<file path="config.mk">
export PLATFORM = sky130hd
export DESIGN_NAME = fc_stream_host
export DESIGN_NICKNAME = d
export VERILOG_FILES = /design/src/rtl/fc_stream_host.sv
export SDC_FILE = /design/constraint.sdc
export NUM_CORES = 1
export LEC_CHECK = 0
export CORE_MARGIN = 1
export CORE_UTILIZATION = 48
export CTS_CLUSTER_SIZE = 8
export DETAILED_ROUTE_END_ITERATION = 12
export PLACE_DENSITY = 0.79
export SYNTH_ARGS = -nofsm -noshare
export SYNTH_HDL_FRONTEND = slang
export SYNTH_SLANG_ARGS = --single-unit
</file>
<file path="constraint.sdc">
create_clock -name clk -period 2.4 [get_ports clk]
set_input_delay 0.48 -clock clk [delete_from_list [all_inputs] [get_ports clk]]
set_output_delay 0.48 -clock clk [all_outputs]
set_load 0.02 [all_outputs]
</file>
<file path="src/rtl/fc_stream_host.sv">
// fc_stream_host: streams a captured N-element vector to a fully-connected
// layer one element at a time, collects M result elements back, and
// presents them as one wide result vector until the consumer takes it.
module fc_stream_host #(
    parameter int M = 16,
    parameter int N = 8,
    parameter int T = 8
) (
    input  logic                clk,
    input  logic                reset,
    input  logic                start_valid,
    output logic                start_ready,
    input  logic [N*T-1:0]      vec_in,
    output logic                x_valid,
    input  logic                x_ready,
    output logic signed [T-1:0] x_data,
    input  logic                y_valid,
    output logic                y_ready,
    input  logic signed [T-1:0] y_data,
    output logic                res_valid,
    input  logic                res_ready,
    output logic [M*T-1:0]      res_vec,
    output logic                busy
);

    localparam int TXW = $clog2(N + 1);
    localparam int RXW = $clog2(M + 1);

    typedef enum logic [1:0] {
        IDLE = 2'd0,
        SEND = 2'd1,
        RECV = 2'd2,
        DONE = 2'd3
    } state_t;

    state_t         state_reg;
    logic [TXW-1:0] tx_cnt_reg;
    logic [RXW-1:0] rx_cnt_reg;
    logic [N*T-1:0] vec_reg;

    logic start_hs;
    logic x_hs;
    logic y_hs;
    logic tx_last;
    logic rx_done_next;

    // Handshake outputs are pure decodes of registered state, so no input
    // reaches an output combinationally.
    assign start_ready = (state_reg == IDLE);
    assign x_valid     = (state_reg == SEND);
    assign res_valid   = (state_reg == DONE);
    assign busy        = (state_reg != IDLE);
    assign y_ready     = ((state_reg == SEND) || (state_reg == RECV)) &&
                         (rx_cnt_reg < RXW'(M));

    assign start_hs = start_valid && start_ready;
    assign x_hs     = x_valid && x_ready;
    assign y_hs     = y_valid && y_ready;

    // Last input element leaves this cycle.
    assign tx_last = x_hs && (tx_cnt_reg == TXW'(N - 1));

    // Result collection is complete either already or with this cycle's capture.
    assign rx_done_next = (rx_cnt_reg == RXW'(M)) ||
                          (y_hs && (rx_cnt_reg == RXW'(M - 1)));

    // Select stored element tx_cnt for the layer input.
    always_comb begin
        x_data = '0;
        for (int i = 0; i < N; i++) begin
            if (tx_cnt_reg == TXW'(i)) begin
                x_data = vec_reg[i*T +: T];
            end
        end
    end

    // Request sequencing: capture, stream out, collect, hand over.
    always_ff @(posedge clk or negedge reset) begin
        if (!reset) begin
            state_reg  <= IDLE;
            tx_cnt_reg <= '0;
            rx_cnt_reg <= '0;
            vec_reg    <= '0;
        end else begin
            case (state_reg)
                IDLE: begin
                    if (start_hs) begin
                        vec_reg    <= vec_in;
                        tx_cnt_reg <= '0;
                        rx_cnt_reg <= '0;
                        state_reg  <= SEND;
                    end
                end
                SEND: begin
                    if (tx_last) begin
                        state_reg <= rx_done_next ? DONE : RECV;
                    end
                end
                RECV: begin
                    if (rx_done_next) begin
                        state_reg <= DONE;
                    end
                end
                DONE: begin
                    if (res_ready) begin
                        state_reg <= IDLE;
                    end
                end
                default: state_reg <= IDLE;
            endcase

            // Counters advance only on handshakes and saturate at N and M;
            // x and y handshakes in the same cycle are both taken.
            if (x_hs && (tx_cnt_reg < TXW'(N))) begin
                tx_cnt_reg <= tx_cnt_reg + 1'b1;
            end
            if (y_hs && (rx_cnt_reg < RXW'(M))) begin
                rx_cnt_reg <= rx_cnt_reg + 1'b1;
            end
        end
    end

    // One register per result element; written only by the y handshake that
    // targets it, so the previous result persists through IDLE.
    genvar gi;
    generate
        for (gi = 0; gi < M; gi++) begin : g_res
            logic [T-1:0] elem_reg;

            // Capture the arriving layer result into slot gi.
            always_ff @(posedge clk or negedge reset) begin
                if (!reset) begin
                    elem_reg <= '0;
                end else if (y_hs && (rx_cnt_reg == RXW'(gi))) begin
                    elem_reg <= y_data;
                end
            end

            assign res_vec[gi*T +: T] = elem_reg;
        end
    endgenerate

endmodule

</file>
==> results.md, run 1 <==
* Worst Path Buf+Inv at 4
* Max Cap Viol at 0
* Clock-pin slew on the worst setup and hold paths at 50 ps
* Slew headroom at 50.2%
* Yosys reg bits at 203
* DRC at 0
* Detailed Route WL at 23,800 um
* Die height at 136 um
* Crit-path leading delay family: buffers and inverters
* Pin count of the biggest net entering global routing at 71
* Final hold viol count at 0
* WP data arrival at 2350 ps
* Non-Filler Instances at 1,088
* EDFF count, synth at 0
* Synthesis-to-layout area growth at 42.7%
* Synth warn at 0
* Vias in the first global route at 6,570
* Total Die Area at 18,500 um2
* Global-route wire length before repair at 35,800 um
* Main synth FF type: dfrtp_1
* Failing checks: negative setup slack
* Seq/Total Area, Yosys at 58.9%
* Fraction of registers with async set/reset at 100%
* DR vias at 6,058
* Syn_nets at 701
* Hold Path Class: flip-flop to flip-flop
* Initial antenna violation count at 0
* Avg Inst Size Synth at 14.1 um2
* Via/cell ratio at 5.57
* Total power at 15.7 mW
* Layout cells sized above 1 at 34.3%
* Row count at 48
* CTS H-tree lvls at 1
* Inst Count DP at 1,051
* Most frequent cells in the layout: clkdlybuf4s50_1 (205), dfrtp_1 (201), mux2_2 (172)
* Most common library cell in the layout ignoring fill and taps: clkdlybuf4s50_1
* Count of cell types in the netlist at 39
* Final WS setup at -429 ps
* Slowest stage cell on the critical path: dfrtp_2
* Max-slew violations at 0
* Cells after Synth at 610
* CTS buffer count at 29
* Core Box Area at 17,400 um2
* Slew of the pin with the lowest slew margin at 744 ps
* Max reg flops at 128
* Io pins at 219
* Clock root buffer: clkbuf_16
* CP max FO at 16
* Final setup fails at 8
* Final ANT Viol Nets at 0
* Clock tree from TritonCTS: yes
* Crit-path max cell delay at 450 ps
* Maximum clock path buffer count at 3
* Drt initial violations at 344
* Tcrit/Tclk final at 118%
* IO Port Bufs at 218
* Worst IR Drop VDD at 1240 uV
* Nets at 952
* Setup slack at placement at -443 ps
* Sink Count at 203
* Skew-Pair Late Insertion Delay at 540 ps
* Fmax at 353 MHz
* Synth Cell Area at 8620 um2
* RSZ-0062 raised after global routing: yes
* Data required, critical path at 1920 ps
* Die X at 136 um
* Cell mode on critical path: buf_4
* Outcome: finished, violations left
* Kind of critical path: flip-flop to primary output
* Setup TNS at -2830 ps
* Detailed Routing Iterations Pass 1 at 5
* Critical Path Sink Type: primary output
* Cell-by-cell trace of the critical path: inv_2, ha_2, buf_4, buf_6, nand2b_1, a31oi_1, o32ai_2, buf_4
* GRT overflow at 0
* Minimum clock period at 2830 ps
* PwrDens at 1270 nW/um2
* WL/cell at 21.9 um
* Leakage at 5.56 nW
* GPL Wtd Cong at 0.910
* Initial Util at 49.5%
* Crit path launch type: flip-flop
* Detailed placement HPWL at 16,200 um
* Tot GR Track Use at 25.5%
* Fillers at 1,176
* Skew final at 14.8 ps
-- kinds of logic (layout without fill, tap and decap cells) --
logic type                 Yosys count  after routing  synth area share, %
and+or+nand+nor                     83             83                 6.17
xor gates and xnor gates             1              1                0.102
other                                0              1                    0
adders and majority gates           13             13                 1.89
DFF                                203            203                 58.9
AOI/OAI and AO/OA                   68             68                 5.65
buffers and inverters               50            302                 2.21
muxes                              192            192                 25.1
-- where the power goes --
part	switching, mW	internal, mW
Sequential	0.836	4.60
Clock	1.39	2.22
Combinational	3.22	3.38
Total	5.45	10.2
-- final cells by class --
cell class	instances	area [um2]	share of cell area, %
sequential	203	5080	41.3
timing repair buffer	253	2520	20.5
multi-input combinational	357	3580	29.1
tap	225	282	2.29
clock inverter	2	50.0	0.407
inverter	17	63.8	0.519
clock buffer	30	729	5.93
antenna	1	2.50	0.0203
-- metal layers --
metal  wire length [um]  global-route usage (%)
met1               9420                    32.2
met3               2100                    6.90
met5                  0                       0
met2              11500                    42.6
met4                731                    8.15
-- through the flow --
| step | area, um2 | hold WS (ps) | util [%] |
|---|---|---|---|
| CTS | 12200 | 493 | 69.8 |
| floorplan | 8670 | 184 | - |
| detailed placement | 11300 | 484 | 64.9 |
| global placement | 11300 | 476 | 64.9 |
| global route | 12300 | 505 | 70.6 |
| finish | 12300 | 491 | 70.7 |
-- cell usage after synthesis (2+ instances only) --
cell type | instances | area share (%)
o32ai_1 | 8 | 0.81
buf_1 | 3 | 0.13
a21oi_1 | 15 | 0.87
clkbuf_1 | 28 | 1.2
nand2b_1 | 17 | 1.2
inv_1 | 17 | 0.74
a2bb2oi_1 | 2 | 0.20
o32a_1 | 6 | 0.70
a221oi_1 | 14 | 1.4
nand3_1 | 8 | 0.46
a211oi_1 | 2 | 0.17
nand2_2 | 4 | 0.29
o22ai_1 | 2 | 0.15
ha_1 | 13 | 1.9
mux2_1 | 20 | 2.6
nor2_1 | 4 | 0.17
dfrtp_1 | 203 | 59
mux2_2 | 172 | 22
o21ai_0 | 9 | 0.52
nand2_1 | 15 | 0.65
nand2_4 | 4 | 0.52
and2_1 | 2 | 0.15
a31oi_1 | 8 | 0.58
nand4b_1 | 2 | 0.20
nor2b_1 | 18 | 1.3
-- worst paths after layout --
path                                         endpoint  depth (start not counted)  slack, ps                  start
worst max register to register   g_res[3].elem_reg[4]                          6        130           state_reg[0]
worst min register to register  g_res[10].elem_reg[0]                          1        490  g_res[10].elem_reg[0]
worst max-delay path                        x_data[2]                          8       -430          tx_cnt_reg[0]
min in group asynchronous        g_res[1].elem_reg[4]                          2        550                  reset
worst min-delay path            g_res[10].elem_reg[0]                          1        490  g_res[10].elem_reg[0]
max in group asynchronous                 vec_reg[43]                          3       1080                  reset
-- what timing repair did --
| action | in CTS | in global routing |
|---|---|---|
| gates resized for setup | 64 | 33 |
| endpoints found under the setup margin | 12 | 9 |
| buffers inserted | 1 | 2 |
| hold buffers | 1 | 0 |
| endpoints found under the hold margin | 61 | 0 |
| pin swaps | 7 | 9 |
Power figures use the tool's default switching activity.
==> run 2, diff against run 1 <==
--- a/config.mk
+++ b/config.mk
@@ -9,6 +9,7 @@
 export CORE_UTILIZATION = 48
 export CTS_CLUSTER_SIZE = 8
 export DETAILED_ROUTE_END_ITERATION = 12
+export GPL_TIMING_DRIVEN = 0
 export PLACE_DENSITY = 0.79
 export SYNTH_ARGS = -nofsm -noshare
 export SYNTH_HDL_FRONTEND = slang
==> results.md, run 2 (synthesis results as in run 1) <==
* Outcome: finished, violations left
* Failing checks: negative setup slack
* Total Die Area at 18,500 um2 (unchanged)
* Clock tree from TritonCTS: yes
* Kind of critical path: flip-flop to primary output
* Synthesis-to-layout area growth at 41.7%
* Row count at 48 (unchanged)
* Vias in the first global route at 6,461 (-1.7%)
* Switching part of the total at 35.3% (+0.48 points)
* Pin count of the biggest net entering global routing at 127 (+79%)
* Placed cell areas at 11,200 um2 (-1.3%)
* Clock-pin slew on the worst setup and hold paths at 50 ps (about the same)
* Detailed Route WL at 23,200 um (-2.4%)
* Fmax at 351 MHz (-0.77%)
* GPL Wtd Cong at 0.941 (+3.4%)
* GRT overflow at 0 (unchanged)
* Slew of the pin with the lowest slew margin at 718 ps (-26.3 ps)
* Max reg flops at 128 (unchanged)
* Nets at 960 (+0.84%)
* Cell area after layout at 12,200 um2 (-0.71%)
* Tcrit/Tclk final at 119% (+0.92 points)
* Io pins at 219 (unchanged)
* Core Box Area at 17,400 um2 (unchanged)
* Sequential power share at 34.5% (-0.2 points)
* Hold Path Class: flip-flop to flip-flop
* Die height at 136 um (unchanged)
* PwrDens at 1270 nW/um2 (-0.41%)
* Minimum clock period at 2850 ps (+22.1 ps)
* WP data arrival at 2370 ps (+20 ps)
* Tot GR Track Use at 25.2% (-0.27 points)
* Cell Int Power at 10.0 mW (-1.8%)
* Sink Count at 203 (unchanged)
* Clock root buffer: clkbuf_16
* Max Cap Viol at 0 (unchanged)
* Global-route wire length before repair at 35,300 um (-1.4%)
* Critical Path Sink Type: primary output
* # diodes at 0 (-1)
* Layout cells sized above 1 at 32.3% (-2.0 points)
* Clock power share at 22.6% (-0.5 points)
* CTS H-tree lvls at 1 (unchanged)
* IO Port Bufs at 218 (unchanged)
* Maximum clock path buffer count at 3 (unchanged)
* Skew-Pair Late Insertion Delay at 540 ps (about the same)
* WL/cell at 21.2 um (-3.0%)
* RSZ-0062 raised after global routing: yes
* Hold slack at 487 ps (-4.44 ps)
* Most common library cell in the layout ignoring fill and taps: clkdlybuf4s50_1
* Crit path launch type: flip-flop
* CP max FO at 8 (-8)
* Data required, critical path at 1920 ps (about the same)
* Worst IR Drop VDD at 976 uV (-22%)
* Final setup fails at 8 (unchanged)
* Initial antenna violation count at 0 (unchanged)
* Leakage at 5.50 nW (-1.2%)
* CTS buffer count at 29 (unchanged)
* DRC at 0 (unchanged)
* Final WS setup at -452 ps (-22.1 ps)
* Most frequent cells in the layout: clkdlybuf4s50_1 (205), dfrtp_1 (201), mux2_2 (172)
* Slew headroom at 52.1% (+1.9 points)
* Initial Util at 49.5% (unchanged)
* Skew final at 8.02 ps (-6.82 ps)
* Via/cell ratio at 5.58 (+0.24%)
* Final hold viol count at 0 (unchanged)
* Die X at 136 um (unchanged)
* DR vias at 6,106 (+0.79%)
* Max-slew violations at 0 (unchanged)
* Detailed placement HPWL at 15,700 um (-2.9%)
* Drt initial violations at 309 (-10%)
* Total power at 15.5 mW (-1.1%)
* Combinational share of power at 42.9% (+0.7 points)
* Final ANT Viol Nets at 0 (unchanged)
* Sw Pwr at 5.46 mW (+0.23%)
* Detailed Routing Iterations Pass 1 at 4 (-1)
## run 2: changes by cell type in the layout (fill, tap and decap cells not counted), sizes merged
| cell | before | now |
|---|---|---|
| diode | 1 | 0 |
| bufinv | 1 | 0 |
| clkbuf | 31 | 59 |
| clkinvlp | 0 | 1 |
| buf | 43 | 22 |
## run 2: final cells by class
class                           instances  area, um2
Buffer                                 31        174
Clock buffer                           29        726
Clock inverter                          2       27.5
Fill cell                            1146       5200
Inverter                               17       66.3
Multi-Input combinational cell        357       3560
Sequential cell                       203       5080
Tap cell                              225        282
Timing Repair Buffer                  230       2300
## run 2: through the flow
stage	setup TNS [ps]	setup WS, ps	util, %	instances
2_1_floorplan	0	110	-	610
3_3_place_gp	-1418300	-6980	63.9	1053
3_5_place_dp	-6190	-819	64.1	1054
4_1_cts	-3190	-438	70.0	1092
5_1_grt	-3720	-499	70.2	1094
6_report	-3310	-452	70.2	1094
## run 2: repair_timing
item / CTS / global route
buffers inserted: 6 / 2
setup endpoints to repair: 14 / 9
gates resized for setup: 101 / 6
endpoints found under the hold margin: 77 / 0
cloned: 2 / 0
pin swaps: 13 / 9
hold buffers: 1 / 0
## run 2: power groups by stage
| stage | registers [mW] | logic [mW] | clock network [mW] |
|---|---|---|---|
| floorplan | 5.80 | 2.99 | 0 |
| finish | 5.33 | 6.64 | 3.50 |
| global route | 5.46 | 6.99 | 3.70 |
| CTS | 5.31 | 6.62 | 3.56 |
| detailed placement | 5.31 | 6.22 | 0 |
| global placement | 5.23 | 6.05 | 0 |
## run 2: path summary, 6_finish.rpt
path	endpoint	slack (ps)	start	cells past startpoint
min reg2reg	g_res[4].elem_reg[3]	490	g_res[4].elem_reg[3]	1
min in group asynchronous	vec_reg[53]	510	reset	2
max	x_data[2]	-450	tx_cnt_reg[0]	5
min	g_res[4].elem_reg[3]	490	g_res[4].elem_reg[3]	1
max reg2reg	vec_reg[56]	230	state_reg[0]	5
max in group asynchronous	g_res[12].elem_reg[2]	880	reset	3
## run 2: metal layers
metal	vias to the layer above	GRT usage, %	part of all wire, %
met5	-	0	0
met4	0	11.9	4.1
met3	55	8.02	9.2
met2	253	41.9	49
met1	3088	29.7	38
li1	2710	-	-
## run 2: worst max-delay path: stages (launching register included)
cell	delay (ps)
dfrtp_2	480
ha_4	200
or3_4	410
o32a_1	420
o32ai_2	140
buf_4	190
